## config.mk

```make
export PLATFORM = sky130hd
export DESIGN_NAME = output_register
export DESIGN_NICKNAME = d
export VERILOG_FILES = /design/src/rtl/basic_computer_io_pkg.sv /design/src/rtl/output_fifo.sv /design/src/rtl/output_register.sv
export SDC_FILE = /design/constraint.sdc
export NUM_CORES = 1
export LEC_CHECK = 0
export ABC_CLOCK_PERIOD_IN_PS = 2540
export CORE_MARGIN = 8
export CORE_UTILIZATION = 55
export CTS_CLUSTER_SIZE = 16
export DETAILED_ROUTE_END_ITERATION = 10
export PLACE_DENSITY = 0.76
export RECOVER_POWER = 100
export SETUP_SLACK_MARGIN = 0.02
export SYNTH_ARGS = -nofsm -noshare
export SYNTH_HDL_FRONTEND = slang
export SYNTH_HIERARCHICAL = 1
export SYNTH_SLANG_ARGS = --single-unit
```

## constraint.sdc

```tcl
create_clock -name clk -period 2.54 [get_ports clk]
set_input_delay 0.508 -clock clk [delete_from_list [all_inputs] [get_ports clk]]
set_output_delay 0.508 -clock clk [all_outputs]
set_load 0.05 [all_outputs]
```

## src/rtl/basic_computer_io_pkg.sv

```systemverilog
// Shared definitions for the basic computer's I/O section.
//   DEFAULT_DATA_W : default character width (AC[7:0])
//   tx_state_t     : output transmitter state encoding
package basic_computer_io_pkg;

  localparam int DEFAULT_DATA_W = 8;

  typedef enum logic [1:0] {
    IDLE         = 2'd0,
    PRESENT      = 2'd1,
    WAIT_RELEASE = 2'd2
  } tx_state_t;

endpackage

```

## src/rtl/output_fifo.sv

```systemverilog
// Synchronous character FIFO between the OUT instruction and the transmitter.
// Ports:
//   clk, reset : clock, synchronous active-high reset (pointers and count)
//   wr_en      : push wr_data; ignored when full
//   wr_data    : character to push
//   rd_en      : pop the head entry; ignored when empty
//   head       : entry at the read pointer
//   count      : occupancy, 0..DEPTH
//   full/empty : occupancy flags decoded from count
module output_fifo #(
  parameter int DATA_W = 8,
  parameter int DEPTH  = 4,
  parameter int ADDR_W = 2
) (
  input  logic              clk,
  input  logic              reset,
  input  logic              wr_en,
  input  logic [DATA_W-1:0] wr_data,
  input  logic              rd_en,
  output logic [DATA_W-1:0] head,
  output logic [ADDR_W:0]   count,
  output logic              full,
  output logic              empty
);

  localparam logic [ADDR_W:0] FULL_COUNT = (ADDR_W + 1)'(DEPTH);

  logic [DATA_W-1:0] mem [DEPTH];
  logic [ADDR_W-1:0] wptr;
  logic [ADDR_W-1:0] rptr;
  logic              wr_ok;
  logic              rd_ok;

  assign full  = (count == FULL_COUNT);
  assign empty = (count == '0);
  assign wr_ok = wr_en && !full;
  assign rd_ok = rd_en && !empty;
  assign head  = mem[rptr];

  // Pointers wrap naturally because DEPTH is a power of two.
  always_ff @(posedge clk) begin
    if (reset) begin
      wptr  <= '0;
      rptr  <= '0;
      count <= '0;
    end else begin
      if (wr_ok) wptr <= wptr + 1'b1;
      if (rd_ok) rptr <= rptr + 1'b1;
      case ({wr_ok, rd_ok})
        2'b10:   count <= count + 1'b1;
        2'b01:   count <= count - 1'b1;
        default: count <= count;
      endcase
    end
  end

  // Storage carries data only; validity is tracked by the pointers.
  always_ff @(posedge clk) begin
    if (wr_ok) mem[wptr] <= wr_data;
  end

endmodule

```

## src/rtl/output_register.sv

```systemverilog
// Output register of the basic computer: OUT writes AC[7:0] into a small
// buffer, and a transmitter drains it to the display with a four-phase
// valid/ack handshake.
// Ports:
//   clk, reset   : clock, synchronous active-high reset
//   load_outr    : OUT strobe, writes ac_data into the buffer
//   ac_data      : character from AC[7:0]
//   fgo          : 1 when the buffer can accept a character
//   overflow     : sticky, set by a load into a full buffer
//   output_data  : character presented to the device
//   output_valid : output_data is valid
//   output_ack   : device acknowledge (level, four-phase)
module output_register
  import basic_computer_io_pkg::*;
#(
  parameter int DATA_W     = DEFAULT_DATA_W,
  parameter int FIFO_DEPTH = 4,
  parameter int ADDR_W     = 2
) (
  input  logic              clk,
  input  logic              reset,
  input  logic              load_outr,
  input  logic [DATA_W-1:0] ac_data,
  output logic              fgo,
  output logic              overflow,
  output logic [DATA_W-1:0] output_data,
  output logic              output_valid,
  input  logic              output_ack
);

  localparam logic [ADDR_W:0] FULL_COUNT = (ADDR_W + 1)'(FIFO_DEPTH);

  tx_state_t         state;
  logic              pop;
  logic [DATA_W-1:0] head;
  logic [ADDR_W:0]   fifo_count;
  logic              fifo_full;
  logic              fifo_empty;

  // The entry stays in the buffer while presented; it leaves only on ack.
  assign pop = (state == PRESENT) && output_ack;
  assign fgo = (fifo_count != FULL_COUNT);

  output_fifo #(
    .DATA_W (DATA_W),
    .DEPTH  (FIFO_DEPTH),
    .ADDR_W (ADDR_W)
  ) u_fifo (
    .clk     (clk),
    .reset   (reset),
    .wr_en   (load_outr),
    .wr_data (ac_data),
    .rd_en   (pop),
    .head    (head),
    .count   (fifo_count),
    .full    (fifo_full),
    .empty   (fifo_empty)
  );

  always_ff @(posedge clk) begin
    if (reset) begin
      state        <= IDLE;
      output_data  <= '0;
      output_valid <= 1'b0;
      overflow     <= 1'b0;
    end else begin
      if (load_outr && fifo_full) overflow <= 1'b1;
      case (state)
        IDLE: begin
          if (!fifo_empty) begin
            output_data  <= head;
            output_valid <= 1'b1;
            state        <= PRESENT;
          end
        end
        PRESENT: begin
          if (output_ack) begin
            output_valid <= 1'b0;
            state        <= WAIT_RELEASE;
          end
        end
        WAIT_RELEASE: begin
          // Ack must be seen low before the next character is offered.
          if (!output_ack) state <= IDLE;
        end
        default: begin
          output_valid <= 1'b0;
          state        <= IDLE;
        end
      endcase
    end
  end

endmodule

```

==> results.txt <==
----------------------------------------------------
[Run status]
  Run status ... finished, final reports clean

[Yosys]
  Compound-gate portion of the synthesized area ... 0.0794
  Avg Cell Area, Syn ... between 10 and 15 sq um
  Cell types occupying the most area after synthesis ... edfxtp_1 (44%), dfxtp_1 (19%), mux4_2 (8.3%)
  Mux contribution to synthesized area ... 0.0874
  Number of flip-flops and latches in the synthesized netlist ... 53
  Dominant combinational cell family by area after synthesis ... simple AND/OR/NAND/NOR gates
  Synth warnings ... 6
  Post-synthesis cell count ... approximately 150
  Area share of the largest cell type after synthesis ... 0.442
  Syn Nets ... approximately 170
  Adder and majority gate portion of the synthesized area ... 0.0380
  Sequential element share of the synthesized area ... 0.635
  Simple-Gate Fraction of Synth Area ... 0.106
  Most area-hungry cell type in the Yosys netlist ... edfxtp_1
  Xor-xnor portion of the synthesized cell area ... 0.0161
  Netlist Area Pre-Place ... ~0.0022 sq mm
  Distinct cell type count of the synthesized netlist ... 31

[Floorplanning]
  Area enclosed by the die boundary ... 0.00622 sq mm
  Die boundary width ... 78.9 um
  Y dimension of the die ... just under 80 um
  Number of top-level pins ... 23
  Placeable core region ... about 0.0039 sq mm
  Initial Util ... 0.556
  Rows ... 23

[Placed design]
  Final HPWL from detailed placement ... 2630 um
  Dpl cell area ... about 0.0025 sq mm
  Count of buffers from port buffering ... 22
  Routability congestion estimate ... approximately 0.76

[Setup path]
  Crit path arrival time ... roughly 1.8 ns
  Critical R2R Launch ... u_fifo/count[2]
  Required time of the critical path ... 2.03 ns
  Setup Crit Path Kind ... register to output pin
  Cell-by-cell trace of the critical path ... nor2_1, nand2_1, dlygate4sd3_1
  Largest fanout on the critical path ... 6
  Kind of launch point of the worst setup path ... register
  Buffers & Inverters on Critical Path ... 1
  Largest stage delay on the critical path ... 0.86 ns
  Critical path's top delay family ... buffers and inverters
  Critical Path Sink Type ... output pin
  CP Launch Point ... u_fifo/count[1]
  Cell with the largest stage delay on the worst path ... dlygate4sd3_1

[Drt]
  Number of detailed-route iterations in the first pass ... 4
  Vias per std cell ... about 5.7
  Number of routed nets with antenna violations ... 0
  Average wire per cell in the routed design ... 16.4 um
  Remaining DRCs ... 0
  Number of vias in the routed layout ... between 1,000 and 1,500
  Drt initial violations ... 85
  DRT Wirelength ... 3770 um

[Pwr]
  Static leakage ... between 0.9 and 1 nW
  Power per cell area ... 794 mW/mm^2
  Worst-case vdd ir drop ... around 0.46 mV

[Timing]
  Share of the clock period used by the worst path ... 0.906
  Post-layout min period ... ~2.3 ns
  Number of hold-slack violations in the final timing report ... 0
  # setup viols final ... 0
  Slew margin rel. ... 0.582
  Setup Skew ... around 0.011 ns
  Actual transition at the worst max-transition pin ... 0.626 ns
  Fmax ... between 400 and 500 MHz
  Unrepaired setup endpoints after global routing ... no
  Pins Over Slew Limit ... 0
  Setup TNS ... 0 ns

[Clock tree]
  TritonCTS sink count ... 53
  H-tree depth ... 2
  CTS root buf ... clkbuf_8
  Number of buffers added by the clock tree synthesis step ... 5
  Post-cts sizing count ... 0
  CTS tree ... done
  Clock insertion delay at the later pin of the skew report ... around 0.31 ns
  CTS hold repair buffers ... 0
  Maximum root-to-sink buffer count ... 2
  Number of post-CTS setup repair buffers ... 0
  Clock transition time at the flip-flop clock pins of the worst setup and hold paths ... 0.10 ns

[Worst hold path]
  Hold wc startpoint ... output_data[6]
  Class of the tightest hold or removal check ... register to register

[Global routing]
  Total global routing track utilization ... 0.132
  First-pass GRT wire length ... between 6000 and 7000 um
  Total grt overflow ... 0
  Pin count of the biggest net entering global routing ... 21
  Number of antenna violations at the first check in global routing ... 0
  Number of global-route vias before repair ... about 1,400

[Finish]
  Final net count ... 197
  Share of final-layout standard cells stronger than drive strength 1 ... 0.133
  Multi-input gate area in the final layout ... between 700 and 800 sq um
  FF/Latch Area ... between 0.001 and 0.0015 sq mm
  Final design area excluding fillers ... between 0.002 and 0.003 sq mm
  Fill count ... ~300
  Number of inserted diodes ... 0
  Area growth from synthesis to final layout ... 18.1%

[Run]
  Number of max-capacitance violations reported ... 0

----------------------------------------------------
## through the flow
step           setup slack (ns)  instances  utilization  hold slack [ns]  power [mW]
4_1_cts                   0.246        230        0.659            0.474        2.07
6_report                  0.238        230        0.657            0.470        2.04
2_1_floorplan             0.277        151            -            0.459        1.37
5_1_grt                   0.118        230        0.657            0.480        2.13
3_3_place_gp             0.0198        222        0.630            0.449        1.49
3_5_place_dp            -0.0630        222        0.630            0.461        1.52
## where the power goes
group | internal [mW] | switching [mW]
logic | 0.169 | 0.271
clock network | 0.295 | 0.271
registers | 0.986 | 0.0487
## state kept, by name, summed over array words and instances, names as in the netlist, named ones only
signal	cells
u_fifo/mem	32
u_fifo/count	3
overflow	1
u_fifo/wptr	2
u_fifo/rptr	2
output_valid	1
output_data	8
state	2
## metal layers
layer | wire length [um] | GRT usage
met1 | 1620 | 0.143
met2 | 1860 | 0.229
met3 | 216 | 0.0485
met4 | 76 | 0.0556
met5 | 0 | 0
## worst register-to-register path, stage by stage (launching register included)
cell and delay [ns]:
dfxtp_1 0.43, nor3b_2 0.27, nor2_1 0.08, inv_1 0.07, ha_1 0.16, inv_1 0.05
fa_1 0.38, xor2_1 0.16, or3_1 0.32, a21oi_1 0.14
## cell usage after synthesis (all sizes together)
cell type	instances
a2111oi	1
a21o	1
a21oi	13
and2	4
and3b	1
buf	7
clkbuf	2
dfxtp	21
edfxtp	32
fa	1
ha	5
inv	8
mux2i	1
mux4	8
nand2	2
nand2b	2
nor2	9
nor2b	1
nor3	1
nor3b	2
nor4b	1
o21ai	3
o21bai	1
o31ai	9
or3	3
or4b	8
xnor2	1
xor2	3
## cell type report
type | instances | area share
Inverter | 8 | 0.0117
Clock inverter | 3 | 0.0170
Clock buffer | 5 | 0.0268
Multi-Input combinational cell | 81 | 0.277
Timing Repair Buffer | 30 | 0.106
Sequential cell | 53 | 0.537
Tap cell | 50 | 0.0243
## cells in the final DEF, fill, tap and decap left out, types with 2 or more instances in the layout
cell,netlist,routed
a21oi_1,13,13
and2_0,0,4
buf_4,0,6
clkbuf_1,2,2
clkbuf_8,0,5
dfxtp_1,21,21
dlygate4sd3_1,0,21
edfxtp_1,32,32
ha_1,5,5
inv_1,8,8
mux4_2,8,8
nand2_1,2,2
nand2b_1,2,2
nor2_1,9,9
o21ai_0,3,3
o31ai_1,9,9
or3_1,3,3
or4b_1,8,8
xor2_1,3,3
## cells by family (layout without fill, tap and decap cells)
kind of cell / count (synthesis) / in the layout
and+or+nand+nor: 34 / 34
DFF: 53 / 53
muxes: 9 / 9
adders and majority gates: 6 / 6
AOI/OAI and AO/OA: 28 / 28
buffers and inverters: 17 / 46
xor gates and xnor gates: 4 / 4
## final timing paths
check                     to  slack [ns]  cells after the start
max                      fgo        0.24                      3
min           output_data[6]        0.47                      2
min reg2reg   output_data[6]        0.47                      2
max reg2reg  u_fifo/count[2]        0.42                      9
Power figures use the tool's default switching activity.
